**src/rtl/fetch_pkg.sv**
```systemverilog
// Shared constants and types for the instruction-fetch stage.
package fetch_pkg;

  localparam int              XLEN                 = 32;
  localparam logic [XLEN-1:0] PC_STEP              = 32'd4;
  localparam logic [XLEN-1:0] PC_PLUS8             = 32'd8;
  localparam logic [XLEN-1:0] BUBBLE_INSTR_DEFAULT = 32'hF000_0000;

  typedef enum logic {
    RUN,
    DRAIN
  } fetch_state_e;

endpackage

```
**src/rtl/fetch_stage_if.sv**
```systemverilog
// Instruction-memory request/response port between fetch stage and memory.
interface fetch_stage_if;
  import fetch_pkg::*;

  logic            IReqValid;
  logic [XLEN-1:0] IReqAddr;
  logic            IReqReady;
  logic            IRespValid;
  logic [XLEN-1:0] IRespData;

  modport master (
    output IReqValid,
    output IReqAddr,
    input  IReqReady,
    input  IRespValid,
    input  IRespData
  );

  modport slave (
    input  IReqValid,
    input  IReqAddr,
    output IReqReady,
    output IRespValid,
    output IRespData
  );

endinterface

```
**src/rtl/fetch_buffer.sv**
```systemverilog
// Synchronous FIFO with clear; registered output, no fall-through.
module fetch_buffer #(
  parameter  int WIDTH = 32,
  parameter  int DEPTH = 2,
  localparam int CNT_W = $clog2(DEPTH + 1)
) (
  input  logic             clk,
  input  logic             reset,
  input  logic             push,
  input  logic             pop,
  input  logic             clear,
  input  logic [WIDTH-1:0] din,
  output logic [WIDTH-1:0] dout,
  output logic [CNT_W-1:0] count,
  output logic             full,
  output logic             empty
);

  localparam int PTR_W = (DEPTH > 1) ? $clog2(DEPTH) : 1;

  logic [WIDTH-1:0] mem_q [DEPTH];
  logic [PTR_W-1:0] rd_q;
  logic [PTR_W-1:0] wr_q;
  logic [CNT_W-1:0] count_q;
  logic             do_push;
  logic             do_pop;

  function automatic logic [PTR_W-1:0] next_ptr(input logic [PTR_W-1:0] p);
    return (p == PTR_W'(DEPTH - 1)) ? '0 : p + PTR_W'(1);
  endfunction

  assign empty   = (count_q == '0);
  assign full    = (count_q == CNT_W'(DEPTH));
  assign count   = count_q;
  assign dout    = mem_q[rd_q];
  assign do_pop  = pop && !empty;
  // a full buffer can still accept a word when the head leaves this cycle
  assign do_push = push && (!full || do_pop);

  always_ff @(posedge clk) begin
    if (reset || clear) begin
      rd_q    <= '0;
      wr_q    <= '0;
      count_q <= '0;
    end else begin
      if (do_push) wr_q <= next_ptr(wr_q);
      if (do_pop)  rd_q <= next_ptr(rd_q);
      count_q <= count_q + CNT_W'(do_push) - CNT_W'(do_pop);
    end
  end

  always_ff @(posedge clk) begin
    if (do_push && !clear && !reset) mem_q[wr_q] <= din;
  end

endmodule

```
**src/rtl/fetch_stage.sv**
```systemverilog
// Instruction fetch with credit-limited issue, in-order response buffering,
// stale-response discard after redirects, and the IF/ID pipeline register.
//
//   state | meaning
//   RUN   | no stale responses pending; every response is buffered
//   DRAIN | drop_q > 0; responses are discarded until drop_q reaches zero
module fetch_stage
  import fetch_pkg::*;
#(
  parameter logic [XLEN-1:0] RESET_PC     = 32'h0000_0000,
  parameter int              BUF_DEPTH    = 2,
  parameter logic [XLEN-1:0] BUBBLE_INSTR = BUBBLE_INSTR_DEFAULT
) (
  input  logic            clk,
  input  logic            reset,
  input  logic            StallF,
  input  logic            StallD,
  input  logic            FlushD,
  input  logic            BranchTakenE,
  input  logic [XLEN-1:0] BranchTargetE,
  input  logic            PCSrcW,
  input  logic [XLEN-1:0] ResultW,
  fetch_stage_if.master   imem,
  output logic [XLEN-1:0] InstrD,
  output logic [XLEN-1:0] PCPlus8D,
  output logic            InstrValidD
);

  localparam int               CNT_W  = $clog2(BUF_DEPTH + 1);
  localparam logic [CNT_W:0]   CREDIT = (CNT_W + 1)'(BUF_DEPTH);

  logic [XLEN-1:0]   pc_q;
  logic [CNT_W-1:0]  outstanding_q;
  logic [CNT_W-1:0]  drop_q;
  logic [CNT_W-1:0]  drop_next;
  fetch_state_e      state_q;

  logic              redirect;
  logic [XLEN-1:0]   target;
  logic              resp_take;
  logic              discard;
  logic              resp_keep;
  logic              req_valid;
  logic              req_fire;
  logic              load_head;
  logic [CNT_W:0]    in_flight;

  logic [2*XLEN-1:0] buf_head;
  logic [CNT_W-1:0]  buf_count;
  logic              buf_full;
  logic              buf_empty;
  logic [XLEN-1:0]   addr_head;
  logic [CNT_W-1:0]  addr_count;
  logic              addr_full;
  logic              addr_empty;
  logic              unused_flags;

  // PCSrcW belongs to the older instruction, so it wins over a branch
  assign redirect  = PCSrcW | BranchTakenE;
  assign target    = PCSrcW ? ResultW : BranchTargetE;

  assign resp_take = imem.IRespValid && (outstanding_q != '0);
  assign discard   = (state_q == DRAIN);
  assign resp_keep = resp_take && !discard && !redirect;

  // stale requests still hold credit: they are counted inside outstanding_q
  assign in_flight = {1'b0, buf_count} + {1'b0, outstanding_q};
  assign req_valid = !reset && !StallF && !redirect && (in_flight < CREDIT);
  assign req_fire  = req_valid && imem.IReqReady;
  assign load_head = !redirect && !FlushD && !StallD && !buf_empty;

  assign imem.IReqValid = req_valid;
  assign imem.IReqAddr  = pc_q;

  assign unused_flags = ^{addr_count, addr_full, addr_empty, buf_full};

  always_comb begin
    drop_next = drop_q;
    if (redirect)
      drop_next = outstanding_q - CNT_W'(resp_take);
    else if (resp_take && discard)
      drop_next = drop_q - CNT_W'(1);
  end

  fetch_buffer #(.WIDTH(2 * XLEN), .DEPTH(BUF_DEPTH)) u_instr_buf (
    .clk   (clk),
    .reset (reset),
    .push  (resp_keep),
    .pop   (load_head),
    .clear (redirect),
    .din   ({imem.IRespData, addr_head}),
    .dout  (buf_head),
    .count (buf_count),
    .full  (buf_full),
    .empty (buf_empty)
  );

  // fetch PCs of live requests, consumed in response order
  fetch_buffer #(.WIDTH(XLEN), .DEPTH(BUF_DEPTH)) u_addr_buf (
    .clk   (clk),
    .reset (reset),
    .push  (req_fire),
    .pop   (resp_take && !discard),
    .clear (redirect),
    .din   (pc_q),
    .dout  (addr_head),
    .count (addr_count),
    .full  (addr_full),
    .empty (addr_empty)
  );

  always_ff @(posedge clk) begin
    if (reset) begin
      pc_q          <= RESET_PC;
      outstanding_q <= '0;
      drop_q        <= '0;
      state_q       <= RUN;
      InstrD        <= BUBBLE_INSTR;
      PCPlus8D      <= '0;
      InstrValidD   <= 1'b0;
    end else begin
      outstanding_q <= outstanding_q + CNT_W'(req_fire) - CNT_W'(resp_take);
      drop_q        <= drop_next;

      case (state_q)
        RUN:     if (drop_next != '0) state_q <= DRAIN;
        DRAIN:   if (drop_next == '0) state_q <= RUN;
        default: state_q <= RUN;
      endcase

      if (redirect)      pc_q <= target;
      else if (req_fire) pc_q <= pc_q + PC_STEP;

      if (redirect || FlushD) begin
        InstrD      <= BUBBLE_INSTR;
        PCPlus8D    <= '0;
        InstrValidD <= 1'b0;
      end else if (StallD) begin
        InstrD      <= InstrD;
      end else if (!buf_empty) begin
        InstrD      <= buf_head[2*XLEN-1:XLEN];
        PCPlus8D    <= buf_head[XLEN-1:0] + PC_PLUS8;
        InstrValidD <= 1'b1;
      end else begin
        InstrD      <= BUBBLE_INSTR;
        PCPlus8D    <= '0;
        InstrValidD <= 1'b0;
      end
    end
  end

endmodule

```
**src/flat_wrapper.sv**
```systemverilog
// flat-port wrapper written by rule: the top's interface ports become plain ports
module fetch_stage_flat import fetch_pkg::*;
#(
  parameter logic [XLEN-1:0] RESET_PC     = 32'h0000_0000,
  parameter int              BUF_DEPTH    = 2,
  parameter logic [XLEN-1:0] BUBBLE_INSTR = BUBBLE_INSTR_DEFAULT
)
  (clk, reset, StallF, StallD, FlushD, BranchTakenE, BranchTargetE, PCSrcW, ResultW, InstrD, PCPlus8D, InstrValidD, imem_IReqValid, imem_IReqAddr, imem_IReqReady, imem_IRespValid, imem_IRespData);
  fetch_stage_if imem_i ();
  input  logic clk;
  input  logic reset;
  input  logic StallF;
  input  logic StallD;
  input  logic FlushD;
  input  logic BranchTakenE;
  input  logic [XLEN-1:0] BranchTargetE;
  input  logic PCSrcW;
  input  logic [XLEN-1:0] ResultW;
  output logic [XLEN-1:0] InstrD;
  output logic [XLEN-1:0] PCPlus8D;
  output logic InstrValidD;
  output wire logic [$bits(imem_i.IReqValid)-1:0] imem_IReqValid;
  output wire logic [$bits(imem_i.IReqAddr)-1:0] imem_IReqAddr;
  input wire logic [$bits(imem_i.IReqReady)-1:0] imem_IReqReady;
  input wire logic [$bits(imem_i.IRespValid)-1:0] imem_IRespValid;
  input wire logic [$bits(imem_i.IRespData)-1:0] imem_IRespData;
  assign imem_IReqValid = imem_i.IReqValid;
  assign imem_IReqAddr = imem_i.IReqAddr;
  assign imem_i.IReqReady = imem_IReqReady;
  assign imem_i.IRespValid = imem_IRespValid;
  assign imem_i.IRespData = imem_IRespData;
  fetch_stage #(.RESET_PC(RESET_PC), .BUF_DEPTH(BUF_DEPTH), .BUBBLE_INSTR(BUBBLE_INSTR)) u_core (.clk(clk), .reset(reset), .StallF(StallF), .StallD(StallD), .FlushD(FlushD), .BranchTakenE(BranchTakenE), .BranchTargetE(BranchTargetE), .PCSrcW(PCSrcW), .ResultW(ResultW), .imem(imem_i), .InstrD(InstrD), .PCPlus8D(PCPlus8D), .InstrValidD(InstrValidD));
endmodule
```
**config.mk**
```make
export PLATFORM = sky130hd
export DESIGN_NAME = fetch_stage_flat
export DESIGN_NICKNAME = d
export VERILOG_FILES = /design/src/rtl/fetch_pkg.sv /design/src/rtl/fetch_stage_if.sv /design/src/rtl/fetch_buffer.sv /design/src/rtl/fetch_stage.sv /design/src/flat_wrapper.sv
export SDC_FILE = /design/constraint.sdc
export NUM_CORES = 1
export LEC_CHECK = 0
export ABC_AREA = 1
export ABC_CLOCK_PERIOD_IN_PS = 23900
export CAP_MARGIN = 20
export CELL_PAD_IN_SITES_DETAIL_PLACEMENT = 0
export CELL_PAD_IN_SITES_GLOBAL_PLACEMENT = 1
export CORE_UTILIZATION = 40
export CTS_CLUSTER_SIZE = 20
export DETAILED_ROUTE_END_ITERATION = 10
export GPL_ROUTABILITY_DRIVEN = 0
export PLACE_DENSITY = 0.75
export SYNTH_ARGS = -nofsm -noshare
export SYNTH_HDL_FRONTEND = slang
export SYNTH_SLANG_ARGS = --single-unit
```
**constraint.sdc**
```tcl
create_clock -name clk -period 23.9 [get_ports clk]
set_input_delay 7.17 -clock clk [delete_from_list [all_inputs] [get_ports clk]]
set_output_delay 7.17 -clock clk [all_outputs]
set_load 0.01 [all_outputs]
```
== Word level (Yosys, flattened, before mapping) ==
Memory sizes are Yosys's and may differ from the RTL's. A register that Yosys moved wholly into a read port is not among the register bits.
Cells that the tools add are included.

* $add $sub $neg: 15
* Order comparisons: 1
* Equality and inequality tests: 2
* Mux-type cells: 23
* Bitwise logic cells: 2
* Reductions and logical operators: 40

{| class="wikitable"
|+ Operator list
! operator !! number
|-
| 32-bit two-way mux || 5
|-
| 32-bit by 3-bit adder with 32-bit output, second input constant || 1
|-
| 32-bit by 4-bit adder with 32-bit output, second input constant || 1
|-
| 1-bit logical AND || 19
|-
| 1-bit two-way mux || 15
|-
| 1-bit zero test || 10
|-
| 2-bit by 1-bit subtractor with 2-bit output || 4
|-
| 2-bit by 1-bit adder with 2-bit output || 3
|-
| 2-bit zero test || 3
|-
| 2-bit nonzero test || 3
|-
| 1-bit adder, second input constant || 4
|-
| 2-bit == test, second input constant || 2
|-
| 1-bit logical OR || 4
|-
| 2-bit two-way mux || 2
|-
| 2-bit by 2-bit adder with 3-bit output || 1
|-
| 3-bit by 2-bit less-than comparator with 1-bit output, second input constant || 1
|-
| 1-bit case mux with 2 select lines || 1
|-
| 2-bit OR reduction || 1
|-
| 2-bit by 1-bit subtractor with 2-bit output, second input constant || 1
|-
| 1-bit inverter || 1
|-
| 1-bit OR || 1
|}

* Register bits after elaboration: 110
* Memory bits (writable): 192
* Input port bits: 105
* Output and inout bits: 98
* Word-level logic and storage cells: 98
* Memories: 2

{| class="wikitable"
|+ Memory list
! memory !! depth !! bits a word !! rd ports !! clocked after Yosys merged registers in !! write ports !! line !! RTL
|-
| u_core.u_instr_buf.mem_q || 2 || 64 || 1 || 1 || 1 || fetch_buffer.sv:21 || <nowiki>logic [WIDTH-1:0] mem_q [DEPTH];</nowiki>
|-
| u_core.u_addr_buf.mem_q || 2 || 32 || 1 || 1 || 1 || fetch_buffer.sv:21 ||
|}

== Longest topological paths before layout ==
Gate-level depths: netlist of the first run.

* Depth in word-level cells: 12
* Gate-level depth with buffers: 14
* Gate-level depth less buffers: 13

== Cells and area by module ==
Synthesis of the first run repeated with hierarchy kept, for this count alone.

* Cells, all modules: 1302
* Area, all modules: 13884.6 um^2

{| class="wikitable"
|+ Modules (own cells, without submodules)
! module !! times used !! cells an instance !! area each (um^2) !! sequential area each (um^2)
|-
| fetch_stage || 1 || 911 || 5943.2 || 2042.0
|-
| fetch_buffer at u_core.u_instr_buf || 1 || 245 || 5195.0 || 3943.8
|-
| fetch_buffer at u_core.u_addr_buf || 1 || 146 || 2746.4 || 2021.9
|}

== Worst setup path after synthesis of the first run ==
Ideal clock, no wire load.

* Kind: input port to output port
* Start point: input port PCSrcW
* End point: output port imem_IReqValid
* Data arrival time: 7.915 ns
* Required time: 16.730 ns
* Setup slack: 8.815 ns
* Cell stages on the path: 6
* Buffers on the path: 1
* Path through: buf_2 > nor2_8 > inv_2 > nor2_4 > inv_2 > nor3_4

* Word-level cells in the longest chain between the ends: 4

{| class="wikitable"
|+ Ends and longest elaborated chain
! item !! line !! RTL
|-
| start, declared || flat_wrapper.sv:17 || <nowiki>input logic PCSrcW;</nowiki>
|-
| 1-bit OR || fetch_stage.sv:59 || <nowiki>assign redirect = PCSrcW | BranchTakenE;</nowiki>
|-
| 1-bit zero test || fetch_stage.sv:68 || <nowiki>assign req_valid = !reset && !StallF && !redirect && (in_flight < CREDIT);</nowiki>
|-
| 1-bit logical AND (2 in series) || fetch_stage.sv:68 ||
|-
| end, declared || flat_wrapper.sv:22 || <nowiki>output wire logic [$bits(imem_i.IReqValid)-1:0] imem_IReqValid;</nowiki>
|}

Every way passes these cells.

== Worst setup path in the final report of the first run ==
* Start point: input port BranchTakenE
* End point: output port imem_IReqValid

* Word-level cells in the longest chain between the ends: 4

{| class="wikitable"
|+ Ends and longest elaborated chain
! item !! line !! RTL
|-
| start, declared || flat_wrapper.sv:15 || <nowiki>input logic BranchTakenE;</nowiki>
|-
| 1-bit OR || fetch_stage.sv:59 ||
|-
| 1-bit zero test || fetch_stage.sv:68 ||
|-
| 1-bit logical AND (2 in series) || fetch_stage.sv:68 ||
|}

Every way passes these cells.

==> flow_summary.toml, run 1 <==
[routing]
dr.pass1.iters = 5
viasPerCell = 4.85
drt_iter0_markers = 449
drc = 0
drt.antenna.violating_nets = 0
vias = 10200
routed_wl_um = 32000
wl_per_cell_um = 15.2

[sta]
hold_viol_final = 0
fmax_mhz = 59.0
fin_skew_ns = 0.0134
drv_slew = 0
whs_ns = 0.451
rsz0062_at_grt = "no"
fin_tns_setup_ns = 0
timing.final.ws_setup_ns = 6.94
period_share_pct = 71.0
setup_viol = 0
relSlewSlack_pct = 33.8
period_needed_ns = 16.96
worst_slew_pin_slew_ns = 0.991

[finish]
seq_area_um2 = 8010
multiInputGateArea_um2 = 4700
fillers = 3023
area_growth_pct = 25.8
fin_nets = 1749
final_area_um2 = 16700
drive_gt1_share_pct = 7.34
antenna_cells = 0

[floorplan]
rows = 66
io-pin-count = 203
dieArea_um2 = 34000
initial_core_util_pct = 40.8
core_um2 = 32600
chipHeight_um = 184
chipWidth_um = 184

[setup_path]
rr_startpoint = "u_core.u_instr_buf.count[0]$_SDFF_PP0_"
worstSetupPathType = "input pin to primary output"
crit_buf_inv = 4
rrSetupSlack_ns = 20.79
cp_max_fo = 37
end_kind = "primary output"
path_depth = 7
slowest_delay_ns = 0.70
start_kind = "input pin"
r2r_cells = 10
crit_arrival_ns = 9.79
critPathTopFamily = "buffers and inverters"
r2r-end = "u_core.u_addr_buf.mem_q[0][29]$_DFFE_PP_"
worstPathCellList = "clkdlybuf4s50_1 > nor2_8 > inv_2 > nor2_4 > inv_2 > nor3_4 > clkdlybuf4s50_1"
required_ns = 16.73
crit_slowest_cell = "clkdlybuf4s50_1"

[yosys]
yosys.area.top_type = "edfxtp_1"
synth.top_cell.area_share_pct = 43.3
synth_edf_count = 192
synth_compound_area_share_pct = 8.41
yosysWarnings = 0
muxShareOfSynthArea_pct = 2.71
syn_avg_cell_area_um2 = 9.17
synthFlopType = "edfxtp_1"
synthXorXnorAreaFrac_pct = 1.12
synth_nets = 1564
synth.distinct_cells = 40
synth-seq-cells = 304
synth-simple-area-share_pct = 22.2
synth.cell_area_um2 = 13300
synth_top_family_by_area = "simple AND/OR/NAND/NOR gates"
synth_top_cells_by_area = "edfxtp_1 (43%), dfxtp_1 (17%), nand2_1 (13%)"
yosysSeqAreaShare_pct = 60.2
syn_inst = 1452
synthArstFlopShare_pct = 0
synthAdderAreaFrac_pct = 0.714

[power]
pwr_density_cell_nw_per_um2 = 68.1
ir_worst_vdd_mv = 0.0547
leakage_nw = 6.06
finalPower_mw = 1.14

[clock_tree]
tritoncts = "done"
clk_latency_ns = 0.57
clk_pin_slew_ns = 0.06
cts_htree_levels = 1
cts_setup_buffers = 0
cts_made_buffers = 31
clk_path_buf_depth = 3
cts_root_buf = "clkbuf_16"
clock-sinks = 304
cts_resized = 0
hold_buffers = 0

[grt]
overflow = 0
grt_max_degree = 65
antenna_found_initial = 0
grt_pass1_wl_um = 50800
grt_pass1_vias = 9654
track_usage_pct = 19.0

[place]
dp_hpwl_um = 21600
portBuffers = 202
pre_cts_ws_ns = 6.90
place_area_um2 = 15700

[run_status]
run_status = "finished clean"

[worst_hold_path]
min_from = "u_core.InstrD[0]$_SDFFE_PP0N_"
min_to = "u_core.InstrD[0]$_SDFFE_PP0N_"
hp-class = "flip-flop to flip-flop"
worstHoldPathCells = 2

[job]
maxCapViolCount = 0
-- routing by layer --
metal | global-route usage, % | vias up | part of all wire, %
met5 | 0 | - | 0
met4 | 4.17 | 0 | 1.3
met3 | 3.28 | 39 | 5.7
met2 | 31.1 | 260 | 45
met1 | 26.1 | 4691 | 47
li1 | - | 5216 | -
-- cells in the mapped netlist, types with 9 or more instances --
library cell,count
a21oi_1,111
a31oi_1,12
buf_2,14
clkbuf_1,34
dfxtp_1,112
edfxtp_1,192
inv_1,88
mux2_2,32
nand2_1,465
nand3_1,70
nand4_1,9
nor2_1,144
nor3_1,19
o21ai_0,65
or2_2,9
xor2_1,13
-- cell type report --
cell class,instances,share of cell area (%)
clock buffer,41,5.16
clock inverter,17,0.956
inverter,93,2.08
multi-input combinational,995,28.1
sequential,304,47.8
tap,442,3.30
timing repair buffer,212,12.6
-- worst reg2reg max path: cells and delay by family, from the launching register on --
| family | cells | cell delay (ns) |
|---|---|---|
| adders and majority gates | 1 | 0.39 |
| and+or+nand+nor | 6 | 1.33 |
| DFF | 1 | 0.40 |
| buffers and inverters | 3 | 0.65 |
-- power breakdown --
part | switching (mW) | internal [mW] | leakage, nW
clock | 0.198 | 0.277 | 0.496
combinational | 0.0428 | 0.0389 | 2.92
sequential | 0.0138 | 0.570 | 2.65
total | 0.255 | 0.885 | 6.06
-- flip-flops by register name (all words and copies together) (netlist names), named ones only --
signal,cells
u_core.InstrD,32
u_core.InstrValidD,1
u_core.PCPlus8D,32
u_core.discard,1
u_core.drop_q,2
u_core.imem.IReqAddr,32
u_core.outstanding_q,2
u_core.u_addr_buf.count,2
u_core.u_addr_buf.mem_q,64
u_core.u_addr_buf.rd_q,1
u_core.u_addr_buf.wr_q,1
u_core.u_instr_buf.count,2
u_core.u_instr_buf.mem_q,128
u_core.u_instr_buf.rd_q,1
u_core.u_instr_buf.wr_q,1
-- how the worst max path moves through the flow --
stage                 start        endpoint  slack, ns
5_1_grt        BranchTakenE  imem_IReqValid       6.76
3_3_place_gp   BranchTakenE  imem_IReqValid       6.95
3_5_place_dp   BranchTakenE  imem_IReqValid       6.90
6_report       BranchTakenE  imem_IReqValid       6.94
4_1_cts        BranchTakenE  imem_IReqValid       6.89
2_1_floorplan        PCSrcW  imem_IReqValid       8.81
-- cells in the final DEF (no fill, tap or decap), drive strengths merged --
cell type      count
nand2            467
clkdlybuf4s50    201
edfxtp           192
nor2             150
dfxtp            112
a21oi            111
inv               93
nand3             70
o21ai             69
clkbuf            41
mux2              32
nor3              20
xor2              13
a31oi             12
clkinv            12
buf               11
or2                9
nand4              9
o21bai             7
o211ai             6
ha                 6
xnor2              4
clkinvlp           3
nand3b             2
and2               2
a21boi             2
bufinv             2
a211oi             2
o31ai              1
fa                 1
-- through the flow --
step                instances  utilization, %
floorplan                1452               -
CTS                      2103            51.3
detailed placement       2045            48.1
finish                   2104            51.3
global placement         2045            48.1
global route             2104            51.3
-- logic make-up (layout without fill, tap and decap cells) --
| logic type | count (synthesis) | after routing |
|---|---|---|
| xor+xnor | 17 | 17 |
| mux | 32 | 32 |
| fa+ha+maj | 7 | 7 |
| simple gates | 729 | 729 |
| compound gates | 210 | 210 |
| flops | 304 | 304 |
| buf+inv | 153 | 363 |
(Power assumes the default switching activity.)
==> inputs of run 2 (changes only) <==
--- a/config.mk
+++ b/config.mk
@@ -6,7 +6,7 @@
 export NUM_CORES = 1
 export LEC_CHECK = 0
 export ABC_AREA = 1
-export ABC_CLOCK_PERIOD_IN_PS = 23900
+export ABC_CLOCK_PERIOD_IN_PS = 16400
 export CAP_MARGIN = 20
 export CELL_PAD_IN_SITES_DETAIL_PLACEMENT = 0
 export CELL_PAD_IN_SITES_GLOBAL_PLACEMENT = 1
==> constraint.sdc (replaced) <==
create_clock -name clk -period 16.4 [get_ports clk]
set_input_delay 4.92 -clock clk [delete_from_list [all_inputs] [get_ports clk]]
set_output_delay 4.92 -clock clk [all_outputs]
set_load 0.01 [all_outputs]
==> flow_summary.toml, run 2 (synthesis results as in run 1) <==
[sta]
setup_viol = 0
drv_slew = 0
relSlewSlack_pct = 35.3
fmax_mhz = 80.2
fin_tns_setup_ns = 0
hold_viol_final = 0
rsz0062_at_grt = "no"
period_share_pct = 76.0
worst_slew_pin_slew_ns = 0.970
period_needed_ns = 12.46
whs_ns = 0.452
fin_skew_ns = 0.0133

[setup_path]
r2r-end = "u_core.u_addr_buf.mem_q[0][21]$_DFFE_PP_"
rr_startpoint = "u_core.u_instr_buf.count[0]$_SDFF_PP0_"
crit_path_start = "BranchTakenE"
end_kind = "primary output"
r2r_cells = 10
start_kind = "input pin"
rrSetupSlack_ns = 13.22
crit_arrival_ns = 7.54
worstSetupPathType = "input pin to primary output"
required_ns = 11.48
cp_max_fo = 37

[place]
dp.cells = 2046
place_area_um2 = 15700
portBuffers = 202
dp_hpwl_um = 21600

[power]
leakage_nw = 6.06
ir_worst_vdd_mv = 0.0739
pwr_density_cell_nw_per_um2 = 99.8

[grt]
grt_max_degree = 65
antenna_found_initial = 0
track_usage_pct = 19.0
grt_pass1_vias = 9650
grt_pass1_wl_um = 50900
overflow = 0

[floorplan]
initial_core_util_pct = 40.8
dieArea_um2 = 34000
chipWidth_um = 184
rows = 66
io-pin-count = 203
core_um2 = 32600
chipHeight_um = 184

[worst_hold_path]
min_to = "u_core.InstrD[0]$_SDFFE_PP0N_"
min_from = "u_core.InstrD[0]$_SDFFE_PP0N_"
worstHoldPathCells = 2
hp-class = "flip-flop to flip-flop"

[job]
maxCapViolCount = 0

[finish]
largest_register_ffs = 128
final_cells = 2103
most-common-layout-cells = "nand2_1 (465), clkdlybuf4s50_1 (201), edfxtp_1 (192)"
final_common_cell = "nand2_1"
antenna_cells = 0
fillers = 2996
regMostFlops = "u_core.u_instr_buf.mem_q"
post-route-util_pct = 51.3
area_growth_pct = 25.7
fin_nets = 1749
drive_gt1_share_pct = 7.34
top_regs = "u_core.u_instr_buf.mem_q x128, u_core.u_addr_buf.mem_q x64"
final_area_um2 = 16700

[clock_tree]
clk_pin_slew_ns = 0.06
cts_setup_buffers = 0
cts_htree_levels = 1
clk_path_buf_depth = 3
hold_buffers = 0
cts_root_buf = "clkbuf_16"
cts_made_buffers = 31
tritoncts = "done"
cts_resized = 0
clock-sinks = 304
clk_latency_ns = 0.55

[routing]
wl_per_cell_um = 15.2
routed_wl_um = 32000
viasPerCell = 4.83
dr.pass1.iters = 5
vias = 10100
drt.antenna.violating_nets = 0
drc = 0
drt_iter0_markers = 466

[run_status]
run_status = "finished clean"
## run 2: cell types whose count changed in the layout (fill, tap and decap cells not counted), sizes merged
cell / before / now
inv: 93 / 95
clkinvlp: 3 / 2
clkbuf: 41 / 37
bufinv: 2 / 4
## run 2: worst max-delay path: stages
cell and delay, ns:
clkdlybuf4s50_1 0.70, nor2_8 0.58, inv_2 0.32, nor2_4 0.19, inv_2 0.10, nor3_4 0.14
clkdlybuf4s50_1 0.56
## run 2: worst max path at each step
stage | cells past startpoint | slack, ns | to
finish | 7 | 3.94 | imem_IReqValid
global route | 7 | 3.76 | imem_IReqValid
CTS | 7 | 3.90 | imem_IReqValid
detailed placement | 7 | 3.90 | imem_IReqValid
global placement | 7 | 3.96 | imem_IReqValid
floorplan | 6 | 5.81 | imem_IReqValid
## run 2: layout make-up
| type | instances | area [µm²] | share of cell area (%) |
|---|---|---|---|
| clock buffers | 37 | 798 | 4.77 |
| multi-input cells | 995 | 4700 | 28.1 |
| clock inverters | 20 | 228 | 1.36 |
| repair buffers | 212 | 2090 | 12.5 |
| well taps | 442 | 553 | 3.30 |
| flip-flops and latches | 304 | 8010 | 47.9 |
| inverters | 93 | 349 | 2.09 |
## run 2: power breakdown
part | leakage (nW) | total [mW] | switching [mW] | internal, mW
Clock | 0.498 | 0.701 | 0.288 | 0.413
Combinational | 2.91 | 0.119 | 0.0623 | 0.0566
Sequential | 2.65 | 0.850 | 0.0199 | 0.830
Total | 6.06 | 1.67 | 0.371 | 1.30
## run 2: routing by layer
layer,global-route usage [%],share of wire (%),vias up
li1,-,-,5214
met1,25.9,47,4635
met2,31.4,46,263
met3,3.12,5.6,37
met4,4.27,1.6,0
met5,0,0,-
## run 2: stage by stage
stage               worst slack [ns]  power [mW]
floorplan                       5.81       0.921
global placement                3.96       0.983
detailed placement              3.90       0.985
CTS                             3.90        1.69
global route                    3.76        1.73
finish                          3.94        1.67
